`src/rtl/pb_debounce_bank.sv`:
```
// Multi-channel pushbutton conditioner: 2-FF sync, tick-sampled debounce, edge and hold-to-repeat pulses.
// Define PB_ACTIVE_LOW_EN to invert every pb_in bit ahead of the synchroniser for active-low boards.
module pb_debounce_bank #(
    parameter int N_CH         = 5,
    parameter int CLK_HZ       = 65000000,
    parameter int SAMPLE_HZ    = 250,
    parameter int STABLE_CNT   = 4,
    parameter int REPEAT_DELAY = 125,
    parameter int REPEAT_RATE  = 25
) (
    input  logic            clk_65M,
    input  logic            clear,
    input  logic [N_CH-1:0] pb_in,
    input  logic [N_CH-1:0] rep_en,
    output logic [N_CH-1:0] level_out,
    output logic [N_CH-1:0] press_pulse,
    output logic [N_CH-1:0] release_pulse,
    output logic [N_CH-1:0] repeat_pulse,
    output logic            sample_tick
);
    localparam int DIV    = CLK_HZ / SAMPLE_HZ;
    localparam int DIV_W  = $clog2(DIV);
    localparam int HMAX   = (REPEAT_DELAY > REPEAT_RATE) ? REPEAT_DELAY : REPEAT_RATE;
    localparam int HCNT_W = $clog2(HMAX + 1);

    localparam logic [DIV_W-1:0]  DIV_LAST  = DIV_W'(DIV - 1);
    localparam logic [3:0]        STAB_LAST = 4'(STABLE_CNT - 1);
    localparam logic [HCNT_W-1:0] HOLD_LAST = HCNT_W'(REPEAT_DELAY - 1);
    // Reloading to DELAY-RATE makes later pulses land every RATE ticks.
    localparam logic [HCNT_W-1:0] HOLD_RELOAD =
        (REPEAT_DELAY > REPEAT_RATE) ? HCNT_W'(REPEAT_DELAY - REPEAT_RATE) : '0;

    logic [N_CH-1:0]             pb_raw;
    logic [N_CH-1:0]             sync1_q, sync1_d, sync2_q, sync2_d;
    logic [DIV_W-1:0]            div_q, div_d;
    logic                        tick_q, tick_d;
    logic [N_CH-1:0]             level_q, level_d;
    logic [N_CH-1:0]             press_q, press_d;
    logic [N_CH-1:0]             rel_q, rel_d;
    logic [N_CH-1:0]             rep_q, rep_d;
    logic [N_CH-1:0]             flip;
    logic [N_CH-1:0][3:0]        stab_q, stab_d;
    logic [N_CH-1:0][HCNT_W-1:0] hcnt_q, hcnt_d;

`ifdef PB_ACTIVE_LOW_EN
    assign pb_raw = ~pb_in;
`else
    assign pb_raw = pb_in;
`endif

    always_comb begin
        sync1_d = pb_raw;
        sync2_d = sync1_q;
        tick_d  = (div_q == DIV_LAST);
        div_d   = tick_d ? '0 : div_q + DIV_W'(1);
        level_d = level_q;
        press_d = '0;
        rel_d   = '0;
        rep_d   = '0;
        flip    = '0;
        stab_d  = stab_q;
        hcnt_d  = hcnt_q;
        for (int i = 0; i < N_CH; i++) begin
            if (tick_q) begin
                if (sync2_q[i] == level_q[i]) begin
                    stab_d[i] = '0;
                end else if (stab_q[i] == STAB_LAST) begin
                    flip[i]    = 1'b1;
                    stab_d[i]  = '0;
                    level_d[i] = ~level_q[i];
                    press_d[i] = ~level_q[i];
                    rel_d[i]   = level_q[i];
                end else begin
                    stab_d[i] = stab_q[i] + 4'd1;
                end
            end
            // A press restarts the hold count; a release kills any pending repeat.
            if (!rep_en[i] || !level_q[i] || flip[i]) begin
                hcnt_d[i] = '0;
            end else if (tick_q) begin
                if (hcnt_q[i] == HOLD_LAST) begin
                    rep_d[i]  = 1'b1;
                    hcnt_d[i] = HOLD_RELOAD;
                end else begin
                    hcnt_d[i] = hcnt_q[i] + HCNT_W'(1);
                end
            end
        end
    end

    always_ff @(posedge clk_65M or negedge clear) begin
        if (!clear) begin
            sync1_q <= '0;
            sync2_q <= '0;
            div_q   <= '0;
            tick_q  <= 1'b0;
            level_q <= '0;
            press_q <= '0;
            rel_q   <= '0;
            rep_q   <= '0;
            stab_q  <= '0;
            hcnt_q  <= '0;
        end else begin
            sync1_q <= sync1_d;
            sync2_q <= sync2_d;
            div_q   <= div_d;
            tick_q  <= tick_d;
            level_q <= level_d;
            press_q <= press_d;
            rel_q   <= rel_d;
            rep_q   <= rep_d;
            stab_q  <= stab_d;
            hcnt_q  <= hcnt_d;
        end
    end

    assign level_out     = level_q;
    assign press_pulse   = press_q;
    assign release_pulse = rel_q;
    assign repeat_pulse  = rep_q;
    assign sample_tick   = tick_q;
endmodule

```
`config.mk`:
```
export PLATFORM = sky130hd
export DESIGN_NAME = pb_debounce_bank
export DESIGN_NICKNAME = d
export VERILOG_FILES = /design/src/rtl/pb_debounce_bank.sv
export SDC_FILE = /design/constraint.sdc
export NUM_CORES = 1
export LEC_CHECK = 0
export ABC_AREA = 1
export ABC_CLOCK_PERIOD_IN_PS = 1500
export BUFFER_PORTS_ARGS = -buffer_cell sky130_fd_sc_hd__buf_4
export CAP_MARGIN = 15
export CORE_ASPECT_RATIO = 0.75
export CORE_MARGIN = 10
export CORE_UTILIZATION = 50
export CTS_CLUSTER_SIZE = 16
export DETAILED_ROUTE_END_ITERATION = 8
export GPL_TIMING_DRIVEN = 1
export PLACE_DENSITY = 0.71
export SYNTH_ARGS = -nofsm -noshare
export SYNTH_HDL_FRONTEND = slang
export SYNTH_SLANG_ARGS = --single-unit
```
`constraint.sdc`:
```
create_clock -name clk_65M -period 1.5 [get_ports clk_65M]
set_input_delay 0.075 -clock clk_65M [delete_from_list [all_inputs] [get_ports clk_65M]]
set_output_delay 0.075 -clock clk_65M [all_outputs]
set_load 0.01 [all_outputs]
```
==> results of run 1 <==
metrics by stage:
| stage | hold slack [ps] | cell area (um^2) | setup TNS, ps | setup WS (ps) | util [%] |
|---|---|---|---|---|---|
| 2_1_floorplan | -221 | 5130 | 0 | 187 | - |
| 3_3_place_gp | 37.4 | 5620 | 0 | 85.4 | 57.0 |
| 3_5_place_dp | 41.3 | 5620 | 0 | 20.9 | 57.0 |
| 4_1_cts | 80.3 | 6000 | 0 | 28.9 | 60.9 |
| 5_1_grt | 102 | 6100 | -18.4 | -18.4 | 62.0 |
| 6_report | 100 | 6100 | 0 | 132 | 62.0 |
final cells by class:
class,count,area (um^2),area share [%]
sequential,104,2600,42.6
multi-input combinational,449,2320,38.0
inverter,75,282,4.61
tap,132,165,2.71
timing repair buffer,48,413,6.76
clock buffer,11,243,3.98
clock inverter,5,80.1,1.31
metal layers:
layer	GRT usage (%)	up-vias	share of wire (%)
li1	-	2149	-
met1	19.6	2039	47
met2	24.4	108	46
met3	4.10	13	5.2
met4	5.11	0	1.4
met5	0	-	0
state kept, by name, indices dropped and copies added, names as in the netlist, 5 cells and up:
name           cells
stab_q            20
press_pulse        5
repeat_pulse       5
release_pulse      5
div_q             18
sync2_q            5
level_out          5
sync1_q            5
hcnt_q            35
what timing repair did:
item	in CTS	in global routing
pin swaps	0	0
setup endpoints to repair	3	38
hold buffers	6	0
resized for setup	1	25
hold endpoints to repair	34	0
buffers inserted	0	2
path summary, 6_finish.rpt:
kind | end | startpoint | cells after the start | slack (ps)
worst max-delay path | hcnt_q[31] | sample_tick | 6 | 130
worst min-delay path | hcnt_q[1] | rep_en[0] | 3 | 100
worst max register to register | hcnt_q[31] | sample_tick | 6 | 130
worst min register to register | sync2_q[0] | sync1_q[0] | 0 | 350
max in group asynchronous | stab_q[4] | clear | 3 | 710
min in group asynchronous | level_out[4] | clear | 2 | 220
where the power goes:
part / total, mW / switching, mW / internal [mW]
sequential: 2.82 / 0.00518 / 2.82
combinational: 0.119 / 0.0732 / 0.0459
clock: 2.49 / 0.987 / 1.51
worst max-delay path, cell delays in order (launching register included):
cell	delay (ps)
dfrtp_1	380
inv_1	210
buf_12	210
nand3_1	150
inv_1	200
nand2_1	70
o21ai_0	70
cells in the final DEF (no fill, tap or decap):
master           n
nand3b_1        10
nor3_4           3
nor2_4           2
o22ai_1         10
nand3_2          8
nand2_2          2
a22o_1           5
nor2_2           8
inv_2            2
clkbuf_1         1
dfrtp_1        104
bufinv_16        2
o21bai_1         7
xor2_1          16
o21ai_2          3
clkbuf_8         1
nand4_1          8
inv_1           73
nor2_1          77
clkinv_2         1
xnor2_1          1
clkinvlp_4       2
o21ai_0         50
dlygate4sd3_1    6
nand2_1        175
a21oi_1          1
nor3_1          11
nor3_2           2
ha_1            16
buf_4           39
buf_12           3
nand3_1         34
clkbuf_16        9
logic make-up after synthesis:
| kind of cell | Yosys count |
|---|---|
| AO/OA/AOI/OAI | 76 |
| XOR/XNOR | 17 |
| adder cells (fa/ha/maj) | 16 |
| buffers and inverters | 78 |
| flip-flops | 104 |
| AND/OR/NAND/NOR | 340 |
==> run metrics, run 1 <==
Synth top cells by count=nand2_1 (177), dfrtp_1 (104), nor2_1 (87); Top FF cell, synth=dfrtp_1; multiplexer share of the synthesized area=0%; diode count=0; Critical Path AT=~1600 ps; Post-Synthesis Cells=631; largest family of logic cells by synthesized area=simple AND/OR/NAND/NOR gates; Port Buffers=32; gr ovfl total=0; Clock Sinks=about 100; CTS tree=done; Clock Skew=6.04 ps; Power, Total=around 5.4 mW; syn nets=between 600 and 700; Clk Latency, worst-skew pair=approximately 340 ps; Achievable Freq=approximately 0.73 GHz; Routed Antenna Nets=0; Bufs on Longest Clock Path=2; dpl cells=800; Slew HR=just over 70%; top-count cell post-synth=nand2_1; Synth Area in Compound Gates=roughly 8.6%; Post-synth EDFFs=0; final non-filler cell total=roughly 800; GR Util All Layers=between 15 and 20%; Initial DRC Count=250; xor/xnor share of the synthesized area=2.90%; worst vdd ir=between 0.6 and 0.7 mV; vias in the first global route=~4.1k; CP Max Fanout=18; Req. time, crit path=1760 ps; WS Path Type=reg -> reg; dpl hpwl=roughly 7500 um; width of the die=~140 um; Vert. Die Dim=about 110 um; clock root cell=clkbuf_16; core footprint=roughly 10000 um^2; final setup fails=0; I/O pin total=33; first-pass GRT wire length=roughly 19000 um; flops & latches, synth=between 100 and 150; drt first pass iters=5; Max Slew Vio Count=0; Area contributors post-synth=dfrtp_1 (51%), nand2_1 (13%), nor2_1 (6.4%); GP Congestion=slightly below 1; initial antenna violation count=0; Via density=roughly 5.2; Synth cell types=21; Die ar.=14800 um^2; Worst Max-Slew Pin Slew=roughly 420 ps; Layout fillers=roughly 840; post-layout min period=approximately 1400 ps; Mean Syn Cell Area=approximately 8.1 um^2; DRC=0; Mapped Area=between 5000 and 6000 um^2; Synthesis Warnings=0; Max Cap Viol=0; Post-Synth Adder-Cell Area=under 10%; min-delay worst type=in -> reg; Lkg Pwr=approximately 3 nW; clock transition at the registers of the reported paths=approximately 70 ps; TritonCTS Buffers=9; share of the synthesized area in the top cell type=between 50% and 60%; DR vias=approximately 4.3k; post-synthesis sequential area ratio=50.7%; WL final=around 11000 um; leading area contributor after synthesis=dfrtp_1; outcome=finished clean; Layout area overhead=19.0%; final count of hold timing violations=0; Tcrit/Tclk final=roughly nine tenths; largest net degree at the start of global routing=46; Net count, final=~700; routed wire length per instance=~13 um; Async SR Flop Fraction=100%; starting density of the core=roughly 52%; Post-Synth Simple-Gate Area=28.1%; Worst Setup Start Kind=flop; Cell Pwr Density=slightly below 900 nW/um^2; Worst setup EP type=flop; Core Rows=31; H-tree Lvls=3; share of cells above drive strength 1=about an eighth
(Power assumes the default switching activity.)
==> inputs of run 2 (changes only) <==
Settings changed: CTS_CLUSTER_SIZE 16 to 8, SETUP_SLACK_MARGIN set to 0.3.
==> run 2 against run 1 <==
Net effect: clock-buffer cell count grew 2; die area unchanged; critical endpoint is now div_q[0]; sequential share of layout area down 7.7 points; non-clock buffer count is 81 higher; highest routed layer unchanged.
==> run metrics, run 2 (synthesis results as in run 1) <==
WL final=14700 um; CP max stage cell=dfrtp_1; dpl hpwl=about 7900 um; clock share of power=between 40% and 50%; Core Rows=31; GR Util met3=around 4.1%; clock transition at the registers of the reported paths=60 ps; largest net degree at the start of global routing=28; Via density=between 5 and 6; GR Util All Layers=about 18%; Clock Skew=~6.6 ps; Clk Latency, worst-skew pair=350 ps; Comb pwr share=approximately 2.6%; final setup fails=0; CP Max Fanout=5; Worst Hold Depth=3; Max Slew Vio Count=0; min-delay worst type=in -> reg; number of flip-flops under the largest register name=35; share of cells above drive strength 1=about 40%; largest reg by FF count=hcnt_q; Worst R2R Setup Slack=~100 ps; DRC=0; most common cell after layout, fill and taps aside=nand2_1; Sequential Power Share=a little over half; Routed Antenna Nets=0; Tcrit/Tclk final=93.1%; WS Path Type=reg -> reg; post-layout min period=between 1000 and 1500 ps; hold_sp=rep_en[3]; GR peak layer=met2; final count of hold timing violations=0; Worst Setup Start Kind=flop; CTS tree=done; Setup TNS=0 ps; initial antenna violation count=0; Lkg Pwr=about 3.5 nW; vias in the first global route=about 4.6k; hold endpoint=hcnt_q[22]; switching power=between 1 and 1.5 mW; met2 Use GR=29.4%; CP peak stage delay=440 ps; Port Buffers=32; most frequent cells in the layout=nand2_1 (139), buf_4 (105), dfrtp_1 (97); H-tree Lvls=3; final non-filler cell total=902; sw frac=between 20% and 30%; grt met1 use=22.1%; I/O pin total=33; Req. time, crit path=~1700 ps; outcome=finished clean; diode count=0; starting density of the core=52.1%; gr ovfl total=0; Vert. Die Dim=~110 um; Initial DRC Count=approximately 360; core footprint=9850 um^2; Bufs on Longest Clock Path=2; Layout area overhead=45.5%; dpl cells=around 800; CP Cell Sequence=inv_2 > nand3_2 > nor2_2 > nand4_1 > inv_2 > nor2_1; delay-heaviest family, CP=simple AND/OR/NAND/NOR gates; Clock Sinks=around 100; Worst setup EP type=flop; RSZ-0062 raised after global routing=true; worst path bufs/invs=2; Cell Int Power=a little over 4 mW; width of the die=~140 um; worst vdd ir=between 0.6 and 0.7 mV; Worst Max-Slew Pin Slew=369 ps; drt first pass iters=5; clock root cell=clkbuf_16; first-pass GRT wire length=21500 um; Net count, final=just under 800; DR vias=approximately 4.9k; Cell Pwr Density=~700 nW/um^2; largest registers=hcnt_q x35, stab_q x20, div_q x18; routed wire length per instance=between 15 and 20 um; Slew HR=75.4%; reg-to-reg endpoint=div_q[0]; Register-to-Register Path Depth=6; GP Congestion=0.910; Achievable Freq=just over 0.7 GHz; Worst R2R Start=div_q[5]; Critical Path AT=~1600 ps; TritonCTS Buffers=9; Max Cap Viol=0; Critical Path Most Common Cell=inv_2; Die ar.=roughly 15000 um^2
[run 2: worst max path at each step]
| stage | from | to | slack [ps] | depth (start not counted) |
|---|---|---|---|---|
| after CTS | div_q[1] | div_q[14] | 190 | 7 |
| after detailed placement | stab_q[4] | hcnt_q[12] | 20 | 8 |
| after global placement | stab_q[8] | hcnt_q[19] | 90 | 8 |
| after global routing | div_q[5] | div_q[0] | 40 | 6 |
| after floorplan | stab_q[12] | hcnt_q[26] | 260 | 8 |
| final | div_q[5] | div_q[0] | 100 | 6 |
[run 2: what timing repair did]
item / 4_1_cts / 5_1_grt
hold endpoints to repair: 49 / 0
hold buffers: 6 / 0
setup endpoints to repair: 84 / 91
gates resized for setup: 116 / 168
setup buffers: 49 / 30
pin swaps: 43 / 63
[run 2: cell type report]
type / instances / area, um^2
Multi-Input combinational cell: 449 / 3030
Inverter: 75 / 308
Tap cell: 132 / 165
Timing Repair Buffer: 129 / 1070
Fill cell: 601 / 2390
Sequential cell: 104 / 2610
Clock buffer: 13 / 280
[run 2: per-layer routing]
| metal | up-vias | share of wire, % |
|---|---|---|
| li1 | 2313 | - |
| met1 | 2365 | 41 |
| met2 | 195 | 51 |
| met3 | 44 | 5.6 |
| met4 | 0 | 2.3 |
| met5 | - | 0 |
[run 2: power by group through the flow]
stage | clock network, mW | logic (mW) | registers (mW)
finish | 2.26 | 0.135 | 2.83
global route | 2.38 | 0.152 | 2.83
CTS | 2.27 | 0.129 | 2.83
detailed placement | 0 | 0.113 | 2.88
global placement | 0 | 0.111 | 2.88
floorplan | 0 | 0.0145 | 2.88
[run 2: tightest hold or removal path, cell delays in order]
cell and delay, ps:
buf_4 120, nand3_2 90, o22ai_1 80
[run 2: metrics by stage]
stage               area, um^2  setup WS, ps  hold slack [ps]  utilization [%]  power, mW
detailed placement        5660          18.4             16.4             57.5       2.99
CTS                       6720           195             56.2             68.2       5.22
global route              7460          43.6             73.3             75.8       5.36
floorplan                 5170           261             -221                -       2.89
global placement          5660          88.9             16.2             57.5       2.99
finish                    7460           103             72.3             75.8       5.22
